File: src/rtl/rep_sequencer.sv
// REP string-instruction sequencer: expands one REP instruction into per-element
// iterations with pointer/count updates, then pulses done with writeback values.
module rep_sequencer (
    input  logic        clk,
    input  logic        rst,
    input  logic        start,
    output logic        start_ready,
    input  logic [31:0] ecx_in,
    input  logic [31:0] esi_in,
    input  logic [31:0] edi_in,
    input  logic [1:0]  size,
    input  logic        df,
    input  logic        stall,
    input  logic        flush,
    output logic        iter_valid,
    output logic [31:0] iter_esi,
    output logic [31:0] iter_edi,
    output logic [31:0] iter_ecx,
    output logic        iter_last,
    output logic        done,
    output logic [31:0] ecx_out,
    output logic [31:0] esi_out,
    output logic [31:0] edi_out,
    output logic        busy,
    output logic [1:0]  o_dbg_state
);

    // Handshake: an iteration transfers on a rising edge where iter_valid=1 and
    // stall=0; flush or rst in that cycle cancels the transfer.
    typedef enum logic [1:0] {
        S_IDLE = 2'd0,
        S_RUN  = 2'd1,
        S_DONE = 2'd2
    } state_t;

    state_t      r_state;
    state_t      w_state_nxt;
    logic [31:0] r_ecx;
    logic [31:0] r_esi;
    logic [31:0] r_edi;
    logic [1:0]  r_size;
    logic        r_df;

    logic [31:0] w_ecx_nxt;
    logic [31:0] w_esi_nxt;
    logic [31:0] w_edi_nxt;
    logic [1:0]  w_size_nxt;
    logic        w_df_nxt;
    logic [31:0] w_mag;
    logic [31:0] w_delta;

    // Element size in bytes, negated when walking downwards.
    always_comb begin
        w_mag   = 32'd1 << r_size;
        w_delta = r_df ? (~w_mag + 32'd1) : w_mag;
    end

    always_comb begin
        w_state_nxt = r_state;
        w_ecx_nxt   = r_ecx;
        w_esi_nxt   = r_esi;
        w_edi_nxt   = r_edi;
        w_size_nxt  = r_size;
        w_df_nxt    = r_df;
        if (flush) begin
            w_state_nxt = S_IDLE;
        end else begin
            case (r_state)
                S_IDLE: begin
                    if (start) begin
                        w_ecx_nxt   = ecx_in;
                        w_esi_nxt   = esi_in;
                        w_edi_nxt   = edi_in;
                        w_size_nxt  = size;
                        w_df_nxt    = df;
                        w_state_nxt = (ecx_in == 32'd0) ? S_DONE : S_RUN;
                    end
                end
                S_RUN: begin
                    if (!stall) begin
                        w_ecx_nxt = r_ecx - 32'd1;
                        w_esi_nxt = r_esi + w_delta;
                        w_edi_nxt = r_edi + w_delta;
                        if (r_ecx == 32'd1) begin
                            w_state_nxt = S_DONE;
                        end
                    end
                end
                S_DONE: begin
                    w_state_nxt = S_IDLE;
                end
                default: begin
                    w_state_nxt = S_IDLE;
                end
            endcase
        end
    end

    always_ff @(posedge clk) begin
        if (rst) begin
            r_state <= S_IDLE;
            r_ecx   <= 32'd0;
            r_esi   <= 32'd0;
            r_edi   <= 32'd0;
            r_size  <= 2'd0;
            r_df    <= 1'b0;
        end else begin
            r_state <= w_state_nxt;
            r_ecx   <= w_ecx_nxt;
            r_esi   <= w_esi_nxt;
            r_edi   <= w_edi_nxt;
            r_size  <= w_size_nxt;
            r_df    <= w_df_nxt;
        end
    end

    // Data outputs come straight from the registers, so they hold when unqualified.
    assign start_ready = (r_state == S_IDLE);
    assign busy        = (r_state != S_IDLE);
    assign iter_valid  = (r_state == S_RUN);
    assign iter_last   = (r_state == S_RUN) && (r_ecx == 32'd1);
    assign done        = (r_state == S_DONE);
    assign iter_ecx    = r_ecx;
    assign iter_esi    = r_esi;
    assign iter_edi    = r_edi;
    assign ecx_out     = r_ecx;
    assign esi_out     = r_esi;
    assign edi_out     = r_edi;
    assign o_dbg_state = r_state;

endmodule
File: config.mk
export PLATFORM = sky130hd
export DESIGN_NAME = rep_sequencer
export DESIGN_NICKNAME = d
export VERILOG_FILES = /design/src/rtl/rep_sequencer.sv
export SDC_FILE = /design/constraint.sdc
export NUM_CORES = 1
export LEC_CHECK = 0
export ABC_AREA = 1
export CAP_MARGIN = 10
export CORE_MARGIN = 2
export CORE_UTILIZATION = 33
export CTS_CLUSTER_DIAMETER = 50
export DETAILED_ROUTE_END_ITERATION = 7
export PLACE_DENSITY = 0.59
export SLEW_MARGIN = 10
export SYNTH_ARGS = -nofsm -noshare
export SYNTH_HDL_FRONTEND = slang
export SYNTH_SLANG_ARGS = --single-unit
File: constraint.sdc
create_clock -name clk -period 8.7 [get_ports clk]
set_input_delay 1.74 -clock clk [delete_from_list [all_inputs] [get_ports clk]]
set_output_delay 1.74 -clock clk [all_outputs]
set_load 0.02 [all_outputs]
==> flow_metrics.py, run 1 <==
metrics = {
    "sta": {
        "min_period_ns": 4.20,
        "slew_viol_final": 0,
        "tightest_slew_ns": 0.924,
        "slew_headroom_pct": 38.4,
        "hold_viol_final": 0,
        "whs_ns": 0.494,
        "setup_viol": 0,
        "setup_slack_ns": 4.50,
        "skew_ns": 0.0110,
        "fin_setup_tns_ns": 0,
        "fmax_ghz": 0.238,
        "min_period_over_period_pct": 48.3,
        "rsz0062_at_grt": "false",
    },
    "cts": {
        "cts_inserted_buffers": 9,
        "ctsResizeCount": 0,
        "clk_pin_slew_ns": 0.08,
        "cts_hold_buf": 0,
        "htreeDepth": 3,
        "clockBufferDepth": 2,
        "post-cts-setup-buffers": 0,
        "clock-sinks": 101,
        "cts_tree": "yes",
        "insertion_delay_ns": 0.36,
        "root_buffer": "clkbuf_16",
    },
    "global_route": {
        "grt_pass1_wl_mm": 60.1,
        "grt_overflow": 0,
        "grt_util_met2_pct": 40.5,
        "grt-busiest-layer": "met2",
        "grt_pass1_vias": 11300,
        "antenna_found_initial": 0,
        "grtUsageTotal_pct": 22.5,
        "grt.met1_usage_pct": 28.3,
        "grt_max_degree": 86,
        "grtUsageMet3_pct": 2.08,
    },
    "drt": {
        "totalWireLength_mm": 37.3,
        "vias_per_cell": 4.95,
        "drtPass1Iterations": 7,
        "vias": 11600,
        "drc": 0,
        "drt_iter0_markers": 760,
        "wl_per_cell_um": 15.9,
        "ant_nets": 0,
    },
    "synthesis": {
        "synth.area.mux_share_pct": 0,
        "yosys.cell_types.count": 39,
        "yosysTopAreaCell": "dfxtp_1",
        "yosysSeqAreaShare_pct": 19.6,
        "syn-instance-count": 1778,
        "syn_avg_cell_area_um2": 5.80,
        "synth-xor-area-share_pct": 3.39,
        "synth_top_family_by_area": "simple AND/OR/NAND/NOR gates",
        "synth_area_leaders": "dfxtp_1, nand2_1, nor2_1, a21oi_1, ha_1",
        "synth-seq-cells": 101,
        "synth_compound_area_share_pct": 16.0,
        "synth_top_area_share_pct": 19.6,
        "synth-main-ff-cell": "dfxtp_1",
        "synth-edff-count": 0,
        "synth_fa_ha_area_share_pct": 7.90,
        "netlist_area_mm2": 0.0103,
        "synthesis.nets": 1946,
        "synthSimpleGateAreaFrac_pct": 36.1,
        "synth-async-reset-ratio_pct": 0,
        "yosysWarnings": 0,
    },
    "worst_setup_path": {
        "arrival_ns": 2.46,
        "worst-setup-path-type": "flop to output port",
        "rr_startpoint": "o_dbg_state[0]$_SDFFE_PP0P_",
        "end_kind": "output port",
        "critPathLaunch": "ecx_out[12]$_SDFFE_PP0P_",
        "rrSetupSlack_ns": 5.57,
        "path_max_fanout": 6,
        "startpoint_type": "flop",
        "endpoint": "iter_last",
        "worstReg2RegEnd": "edi_out[13]$_SDFFE_PP0P_",
        "required_ns": 6.96,
        "r2r_cells": 10,
    },
    "die": {
        "io_pins": 303,
        "die_area_mm2": 0.0327,
        "core_mm2": 0.0307,
        "die_w_um": 181,
        "rows": 64,
        "die_y_um": 181,
        "initial_utilization_pct": 33.6,
    },
    "layout": {
        "nNetsFinal": 2118,
        "antenna_cells": 0,
        "layout-drive-gt1-share_pct": 2.71,
        "ff_latch_area_mm2": 0.00202,
        "areaGrowthSynthToFinish_pct": 28.0,
        "final_common_cell": "nand2_1",
        "fill_cells": 3328,
        "final_cell_mix": "nand2_1, clkdlybuf4s50_1, nor2_1",
        "multiInputGateArea_mm2": 0.00654,
    },
    "power_and_ir_drop": {
        "p_per_area_mw_per_mm2": 125,
        "cellLeakagePower_uw": 0.00613,
        "ir_drop_uv": 77.0,
    },
    "hold_path": {
        "min_from": "r_df$_SDFFE_PP0P_",
        "hold_path_class": "flop to flop",
    },
    "placement": {
        "place_ws_ns": 4.60,
        "place_congestion": 0.890,
        "place.port_buffers": 302,
        "detailed_place_hpwl_mm": 29.0,
    },
    "run_status": {
        "outcome": "finished, final reports clean",
    },
    "flow_run": {
        "maxCapViolCount": 0,
    },
}
==> through the flow <==
| step | cells | utilization, % | instance area [µm²] | power, µW |
|---|---|---|---|---|
| floorplan | 1778 | - | 10300 | 1000 |
| global placement | 2335 | 42.1 | 12900 | 1240 |
| detailed placement | 2335 | 42.1 | 12900 | 1240 |
| CTS | 2351 | 43.1 | 13200 | 1660 |
| global route | 2351 | 43.1 | 13200 | 1750 |
| finish | 2351 | 43.1 | 13200 | 1650 |
==> cells by family after synthesis <==
kind of cell,after synthesis
compound gates,308
xor+xnor,40
fa+ha+maj,64
buf+inv,357
flops,101
simple gates,908
==> worst min path at each step <==
stage,end,slack [ns],depth (start not counted)
global route,esi_out[27]$_SDFFE_PP0P_,0.54,2
finish,r_df$_SDFFE_PP0P_,0.49,2
detailed placement,r_df$_SDFFE_PP0P_,0.48,2
floorplan,r_size[0]$_SDFFE_PP0P_,0.47,2
global placement,r_df$_SDFFE_PP0P_,0.48,2
CTS,r_df$_SDFFE_PP0P_,0.50,2
==> worst max-delay path, cell delays in order, from the launching register on <==
cell	delay, ns
dfxtp_1	0.39
nor2_1	0.36
nand3_1	0.14
nor2_1	0.12
nand4_1	0.29
nor2_1	0.18
clkdlybuf4s50_1	0.63
==> cells in the mapped netlist (6+ instances only) <==
| cell | instances |
|---|---|
| nand2_1 | 500 |
| nor2_1 | 240 |
| inv_1 | 201 |
| a21oi_1 | 160 |
| nand3_1 | 105 |
| buf_4 | 103 |
| dfxtp_1 | 101 |
| o21ai_0 | 80 |
| ha_1 | 62 |
| xor2_1 | 34 |
| clkbuf_1 | 29 |
| o22ai_1 | 27 |
| nor3_1 | 14 |
| nor4_1 | 12 |
| buf_2 | 11 |
| nand4_1 | 11 |
| o21bai_1 | 10 |
| o211ai_1 | 8 |
| inv_2 | 7 |
| o21ai_1 | 7 |
| a211oi_1 | 6 |
| a31oi_1 | 6 |
| xnor2_1 | 6 |
==> report_power, final <==
part           switching (µW)  internal, µW
Sequential               50.9           497
Clock                     201           212
Combinational             402           284
Total                     654           992
==> routing by layer <==
metal | wire (µm) | vias up | share of wire (%)
met5 | 0 | - | 0
met4 | 909 | 0 | 2.4
met3 | 1550 | 51 | 4.1
met2 | 18100 | 337 | 49
met1 | 16700 | 5262 | 45
li1 | - | 5978 | -
==> area by class of cell <==
cell class                 count  area share (%)
clock inverter                 4           0.246
timing repair buffer         310            23.3
multi-input combinational   1320            49.5
sequential                   101            15.3
clock buffer                  12            1.94
tap                          396            3.75
inverter                     208            5.91
==> flip-flops by register name (all words and copies together), names as in the netlist <==
signal and flops:
r_df 1, edi_out 32, r_size 2, esi_out 32, ecx_out 32, o_dbg_state 2
(Power assumes the default switching activity.)
==> run 2: changes to the inputs <==
- PLACE_DENSITY: 0.59 -> 0.61
- clock period: 8.7 -> 3.38 ns (I/O delays scaled with it)
==> run 2 against run 1 <==
Net effect: non-clock buffer count is 5 higher; sequential power grew to 2.6 times the previous value; global-route usage is 0.70 points lower; worst setup slack worse by 3.9 ns; wire length is 1.1% lower; worst hold slack better by 0.018 ns; clock power grew to 2.5 times the previous value; cell count is 0.26% higher; critical path depth is 3 lower; cell area is 0.30% higher; die area stayed put; clock skew is 0.0042 ns higher; largest cell class unchanged; largest power group unchanged.
==> flow_metrics.py, run 2 (synthesized netlist as in run 1, its figures left out) <==
metrics = {
    "run_status": {
        "outcome": "finished, final reports clean",
    },
    "cts": {
        "cts_inserted_buffers": 9,
        "clk_pin_slew_ns": 0.07,
        "post-cts-setup-buffers": 0,
        "root_buffer": "clkbuf_16",
        "cts_hold_buf": 0,
        "ctsResizeCount": 0,
        "cts_tree": "yes",
        "clock-sinks": 101,
        "htreeDepth": 3,
        "clockBufferDepth": 2,
        "insertion_delay_ns": 0.36,
    },
    "die": {
        "initial_utilization_pct": 33.6,
        "rows": 64,
        "die_w_um": 181,
        "die_y_um": 181,
        "io_pins": 303,
        "die_area_mm2": 0.0327,
        "core_mm2": 0.0307,
    },
    "sta": {
        "fin_setup_tns_ns": 0,
        "skew_ns": 0.0152,
        "whs_ns": 0.512,
        "tightest_slew_ns": 0.784,
        "fmax_ghz": 0.360,
        "setup_viol": 0,
        "min_period_over_period_pct": 82.2,
        "rsz0062_at_grt": "false",
        "slew_headroom_pct": 47.7,
        "hold_viol_final": 0,
        "min_period_ns": 2.78,
        "slew_viol_final": 0,
    },
    "power_and_ir_drop": {
        "p_clk_share_pct": 24.9,
        "pwr-share-comb_pct": 41.6,
        "ir_drop_uv": 216,
        "p_int_uw": 2540,
        "p_sw_uw": 1690,
        "seqPwrFrac_pct": 33.5,
        "cellLeakagePower_uw": 0.00616,
        "swShare_pct": 40.0,
        "p_per_area_mw_per_mm2": 319,
    },
    "global_route": {
        "grt_pass1_wl_mm": 57.9,
        "grtUsageTotal_pct": 21.8,
        "grt_pass1_vias": 11200,
        "antenna_found_initial": 2,
        "grt_max_degree": 68,
        "grt_overflow": 0,
    },
    "drt": {
        "ant_nets": 0,
        "drt_iter0_markers": 723,
        "wl_per_cell_um": 15.6,
        "vias_per_cell": 4.96,
        "vias": 11700,
        "totalWireLength_mm": 36.9,
        "drc": 0,
        "drtPass1Iterations": 5,
    },
    "worst_setup_path": {
        "arrival_ns": 2.10,
        "crit_chain": "inv_2 -> nor2_4 -> clkdlybuf4s50_1",
        "cpMaxStageDelayCell": "dfxtp_2",
        "startpoint_type": "flop",
        "required_ns": 2.70,
        "path_max_fanout": 24,
        "cpPeakStageDelay_ns": 0.71,
        "end_kind": "output port",
        "worst-setup-path-type": "flop to output port",
    },
    "layout": {
        "fill_cells": 3338,
        "final_cell_mix": "nand2_1, clkdlybuf4s50_1, nor2_1",
        "areaGrowthSynthToFinish_pct": 28.4,
        "ff_latch_area_mm2": 0.00202,
        "layout-drive-gt1-share_pct": 2.96,
        "multiInputGateArea_mm2": 0.00654,
        "nNetsFinal": 2123,
        "final_common_cell": "nand2_1",
    },
    "placement": {
        "place.port_buffers": 302,
        "detailed_place_hpwl_mm": 29.2,
        "place_congestion": 0.940,
    },
    "flow_run": {
        "maxCapViolCount": 0,
    },
    "hold_path": {
        "hold_path_class": "flop to flop",
    },
}
[run 2: changes by cell type in the layout (fill, tap and decap cells not counted)]
| cell | change |
|---|---|
| clkbuf_8 | -1 |
| diode_2 | +2 |
| buf_12 | +1 |
| clkdlybuf4s50_1 | -1 |
| inv_6 | +1 |
| buf_4 | +5 |
| clkinvlp_4 | -1 |
[run 2: layer usage]
| metal | up-vias | GRT usage (%) | part of all wire, % |
|---|---|---|---|
| li1 | 5995 | - | - |
| met1 | 5251 | 27.1 | 43 |
| met4 | 0 | 9.03 | 3.4 |
| met5 | - | 0 | 0 |
| met3 | 64 | 2.90 | 5.4 |
| met2 | 376 | 37.9 | 48 |
[run 2: critical path, delay by kind of cell, from the launching register on]
family | cells | cell delay (ns)
buf+inv | 2 | 0.83
flops | 1 | 0.71
simple gates | 1 | 0.21
[run 2: power groups by stage]
stage / clock network, µW / registers, µW / logic [µW]
after floorplan: 0 / 1510 / 1070
after global placement: 0 / 1440 / 1750
after detailed placement: 0 / 1440 / 1760
after CTS: 1080 / 1420 / 1760
after global routing: 1130 / 1430 / 1930
final: 1050 / 1420 / 1760
[run 2: path summary, 6_finish.rpt]
check | cells after the start | slack (ns) | end | from
worst max-delay path | 3 | 0.60 | iter_valid | o_dbg_state[0]$_SDFFE_PP0P_
worst min-delay path | 2 | 0.51 | r_df$_SDFFE_PP0P_ | r_df$_SDFFE_PP0P_
worst max register to register | 17 | 0.81 | esi_out[20]$_SDFFE_PP0P_ | r_size[1]$_SDFFE_PP0P_
worst min register to register | 2 | 0.51 | r_df$_SDFFE_PP0P_ | r_df$_SDFFE_PP0P_
[run 2: stage by stage]
stage / utilization [%] / power (µW) / setup slack, ns / cells / cell area, µm²
after floorplan: - / 2580 / 0.0829 / 1778 / 10300
after global placement: 42.3 / 3190 / 0.859 / 2340 / 13000
after detailed placement: 42.3 / 3200 / 0.814 / 2340 / 13000
after CTS: 43.2 / 4260 / 0.554 / 2355 / 13200
after global routing: 43.2 / 4490 / 0.475 / 2356 / 13200
final: 43.2 / 4230 / 0.600 / 2357 / 13300
[run 2: cell type report]
type	instances	share of cell area, %
multi-input cells	1320	49.4
repair buffers	315	23.6
flip-flops and latches	101	15.3
inverters	208	5.89
well taps	396	3.74
clock buffers	11	1.83
clock inverters	4	0.255
diodes	2	0.0378
==> RTL edit 1, RTL diff (config.mk and constraints of run 2) <==
Make the reset (`rst`) asynchronous in one clocked block.
--- a/src/rtl/rep_sequencer.sv
+++ b/src/rtl/rep_sequencer.sv
@@ -96,7 +96,7 @@
         end
     end
 
-    always_ff @(posedge clk) begin
+    always_ff @(posedge clk or posedge rst) begin
         if (rst) begin
             r_state <= S_IDLE;
             r_ecx   <= 32'd0;
Formal check against the unedited RTL: differs if rst is asserted again (counterexample within 4 cycles, from zero or initial values and one cycle with rst high); with rst held inactive, the same outputs for 4 cycles.
==> RTL edit 1 against run 2 <==
- setup slack worse by 0.37 ns
- first-iteration DRC count is 0.55% lower
- area after synthesis rose by 3.2%
- critical path depth increased by 4
- non-clock buffer count rose by 3
- worst hold slack improved by 0.032 ns
- via count is 1.5% lower
- sequential cell count stayed put
- wire length decreased by 0.23%
- final area grew 3.7%
- count of clock-buffer cells in the layout rose by 2
- core utilization rose by 0.23 points
- highest routed layer unchanged
Power is not shown: default switching activity piles up to over one toggle a cycle in this logic, so the estimate is an artifact.
==> RTL edit 1: results (changes against run 2) <==
| Metric | Value |
|---|---|
| Status | finished, final reports clean |
| DR vias/cell | 4.84 (-2.3%) |
| Clk_skew | 0.0177 ns (+0.00253 ns) |
| Pin count of the biggest net entering global routing | 87 (+28%) |
| CTS H-tree lvls | 3 (unchanged) |
| Layout cells sized above 1 | 2.49% (-0.47 points) |
| WL per Instance | 15.5 um (-0.98%) |
| DR iter-0 viols | 719 (-0.55%) |
| Worst-path fanout max | 4 (-83%) |
| Area contributors post-synth | dfrtp_1 24%, nand2_1 19%, nor2_1 9.1%, inv_1 8.1%, ha_1 7.3% |
| Worst-path clk slew | about 0.080 ns |
| Synth cell types | 39 (unchanged) |
| Vias in the first global route | 11.0k (-1.7%) |
| # port buffers | 302 (unchanged) |
| Synthesis warning total | 0 (unchanged) |
| Post-CTS Setup Bufs | 0 (unchanged) |
| HP Class | reg2reg |
| CTS Buffer Depth | 2 (unchanged) |
| Post-cts resize count | 0 (unchanged) |
| First-pass GRT wire length | 58200 um (+0.51%) |
| Worst Setup SP | ecx_out[1] |
| Worst setup path endpoint | iter_last |
| RePlAce Congestion | 0.937 (-0.35%) |
| Nets@finish | 2134 (+0.52%) |
| Reg-to-reg endpoint | esi_out[26] |
| Synthesized Nets | 1943 (-0.15%) |
| Gr usage total | 21.7% (-0.17 points) |
| R2r worst-path depth | 16 (-1) |
| CTS Buf Count | 9 (unchanged) |
| Drt pass-1 iters | 5 (unchanged) |
| Critical Path Source Type | register |
| Critical-path top delay cell | clkdlybuf4s50_1 |
| Ys async rst share | 100% (+100 points) |
| R2r startpoint | r_df |
| Root buffer cell | clkbuf_16 |
| CP max stage delay | 0.64 ns (-0.07 ns) |
| Flop2flop setup slack | 0.57 ns (-0.24 ns) |
| DP HPWL | 28800 um (-1.5%) |
| Slew HR | 37.8% (-9.9 points) |
| Register area share after synthesis | 23.7% (+4.1 points) |
| Crit-path leading delay family | buffers and inverters |
| Number of antenna violations at the first check in global routing | 2 (unchanged) |
| Top post-synthesis cells by count | 531 x nand2_1, 257 x nor2_1, 230 x inv_1 |
| Worst-Skew Late Latency | 0.36 ns (about the same) |
| Fill cells | 3402 (+1.9%) |
-- RTL edit 1: cell count changes after synthesis, sizes merged, moves of 7 or more --
cell	delta
o22ai	-18
o21ai	-10
a21oi	-22
o21a	+7
inv	+25
xor2	-8
nand2	+26
clkbuf	-12
nor2	+17
dfxtp	-101
dfrtp	+101
-- RTL edit 1: how the worst min path moves through the flow --
stage                      startpoint     endpoint  cells after the start
after CTS                 edi_out[30]  edi_out[30]                      2
after floorplan             r_size[0]    r_size[0]                      2
after global routing      edi_out[26]  edi_out[26]                      2
after global placement    esi_out[29]  esi_out[29]                      2
final                     esi_out[29]  esi_out[29]                      2
after detailed placement  esi_out[27]  esi_out[27]                      2
-- RTL edit 1: kinds of logic after synthesis --
kind of cell    synth area share [%]
fa+ha+maj                       7.66
compound gates                  12.8
simple gates                    36.0
buf+inv                         16.8
xor+xnor                        3.04
flops                           23.7
-- RTL edit 1: worst reg2reg max path, cell delays in order (launching register included) --
cell,delay (ns)
dfrtp_2,0.59
inv_1,0.12
a21oi_1,0.28
inv_1,0.14
fa_1,0.41
inv_1,0.10
nand3_1,0.07
nand3_1,0.16
nand2_1,0.07
nand2_1,0.11
nand2_1,0.06
nand2_1,0.17
nand2_1,0.12
nand3_1,0.11
nand3_1,0.08
nand2_1,0.07
nand2_1,0.04
-- RTL edit 1: layer usage --
metal	track usage (%)	vias to the layer above	wire, um
met2	37.2	318	17300
met4	4.74	0	468
met1	29.3	5247	17300
li1	-	5908	-
met5	0	-	0
met3	2.34	32	1670
-- RTL edit 1: stage by stage --
| stage | instance area, um2 | std cells | hold WS, ns | setup slack [ns] | util [%] |
|---|---|---|---|---|---|
| finish | 13700 | 2375 | 0.544 | 0.234 | 43.4 |
| global route | 13700 | 2375 | 0.573 | 0.0731 | 43.4 |
| detailed placement | 13400 | 2357 | 0.530 | 0.547 | 42.4 |
| global placement | 13400 | 2357 | 0.522 | 0.659 | 42.4 |
| floorplan | 10700 | 1775 | 0.539 | 0.0569 | - |
| CTS | 13700 | 2373 | 0.549 | 0.225 | 43.4 |
-- RTL edit 1: area by class of cell --
cell class / instances / area share [%]
multi-input combinational: 1303 / 46.1
timing repair buffer: 318 / 23.1
sequential: 101 / 18.4
inverter: 233 / 6.39
tap: 402 / 3.66
clock buffer: 13 / 1.82
clock inverter: 3 / 0.501
antenna: 2 / 0.0364
==> RTL edit 2, RTL diff (flow settings as in run 2) <==
Made on the original files. Put one more register stage on the output `o_dbg_state`, with the module's reset. The value now appears one clock later. The other outputs are not delayed to match.
--- a/src/rtl/rep_sequencer.sv
+++ b/src/rtl/rep_sequencer.sv
@@ -126,6 +126,12 @@
     assign ecx_out     = r_ecx;
     assign esi_out     = r_esi;
     assign edi_out     = r_edi;
-    assign o_dbg_state = r_state;
+    always_ff @(posedge clk) begin
+        if (rst) begin
+            o_dbg_state <= '0;
+        end else begin
+            o_dbg_state <= r_state;
+        end
+    end
 
 endmodule
Behaviour: not the same (a bounded check fails within 4 cycles, from zero or initial values and one cycle with rst high).
==> RTL edit 2 against run 2 <==
- area after synthesis fell by 0.65%
- setup slack got worse by 0.24 ns
- sequential cell count rose by 2
- final area fell by 0.17%
- combinational power fell by 2%
- power rose by 0.91%
- via count fell by 0.62%
- core utilization barely moved
- wire length fell by 1.2%
- first-iteration DRC count fell by 13%
- non-clock buffer count fell by 3
- critical path type unchanged
- largest power group unchanged
==> RTL edit 2: results (changes against run 2) <==
| Metric | Value |
|---|---|
| Leakage | 6.16 nW (about the same) |
| Critical-path top delay cell | clkdlybuf4s50_1 |
| WL per Instance | 15.6 um (-0.52%) |
| Dpl ws | 0.591 ns (-0.224 ns) |
| Reg-to-reg endpoint | edi_out[22] |
| Flop2flop setup slack | 0.62 ns (-0.19 ns) |
| First-pass GRT wire length | 58000 um (+0.20%) |
| RePlAce Congestion | 0.957 (+1.8%) |
| Vias in the first global route | 11.3k (+1.5%) |
| Worst Path Arrival | 2.34 ns (+0.24 ns) |
| DR iter-0 viols | 628 (-13%) |
| Gr usage total | 21.9% (about the same) |
| Clk_skew | 0.0171 ns (+0.00192 ns) |
| Routed wire length | 36400 um (-1.2%) |
| Met1 Usage GRT | 25.9% (-1.2 points) |
| DP HPWL | 28500 um (-2.6%) |
| Synth cell types | 41 (+5.1%) |
| GRT met3 Usage | 3.33% (+0.43 points) |
| VDD IR-drop max | 0.000210 V (-2.5%) |
| Met1 Wirelength | 15500 um (-2.6%) |
| Hold WS | 0.504 ns (-0.00823 ns) |
| Status | finished, final reports clean |
| Register area share after synthesis | 20.1% (+0.52 points) |
| Cell Area, Placed | 12900 um2 (-0.35%) |
| Crit-path leading delay family | simple AND/OR/NAND/NOR gates |
| Synthesized Nets | 1932 (-0.72%) |
| Pin count of the biggest net entering global routing | 77 (+13%) |
| Top post-synthesis cells by count | 477 x nand2_1, 254 x nor2_1, 200 x inv_1 |
| Top layer in use | met5 |
| Layout cells sized above 1 | 2.32% (-0.64 points) |
| CTS H-tree lvls | 3 (unchanged) |
| Gate Count Post-Synth | 1764 (-0.79%) |
| Hold Crit Start | edi_out[22] |
| Routed met3 length | 2040 um (+3.1%) |
| Met2 Usage GRT | 39.7% (+1.7 points) |
| Via count | 11.6k (-0.62%) |
| Final worst path period share | 89.3% (+7.1 points) |
| Area contributors post-synth | dfxtp_1 20%, nand2_1 17%, nor2_1 9.3%, a21oi_1 7.9%, ha_1 7.6% |
| Root buffer cell | clkbuf_16 |
| Worst setup path endpoint | iter_last |
## RTL edit 2: cell types whose count changed in the layout (fill, tap and decap cells not counted), moves of 4 or more
cell	before	now
o21ai_0	80	92
nor2_1	240	254
inv_2	7	1
nand2_1	500	477
o211ai_1	8	4
buf_4	13	8
## RTL edit 2: report_power, final
part	internal, mW	leakage, nW	switching (mW)
clock	0.543	0.148	0.565
combinational	0.732	5.16	0.993
sequential	1.30	0.847	0.133
total	2.58	6.16	1.69
## RTL edit 2: cell type report
cell class,instances,area [um2]
timing repair buffer,312,3120
sequential,103,2070
clock inverter,6,57.6
tap,396,495
fill,3328,17400
antenna,3,7.51
inverter,201,756
clock buffer,10,239
multi-input combinational,1311,6490
## RTL edit 2: logic make-up after synthesis
logic type / count (synthesis) / synth area share, %
compound gates: 315 / 16.4
xor+xnor: 40 / 3.42
fa+ha+maj: 64 / 7.96
buf+inv: 350 / 16.6
flops: 103 / 20.1
simple gates: 892 / 35.5
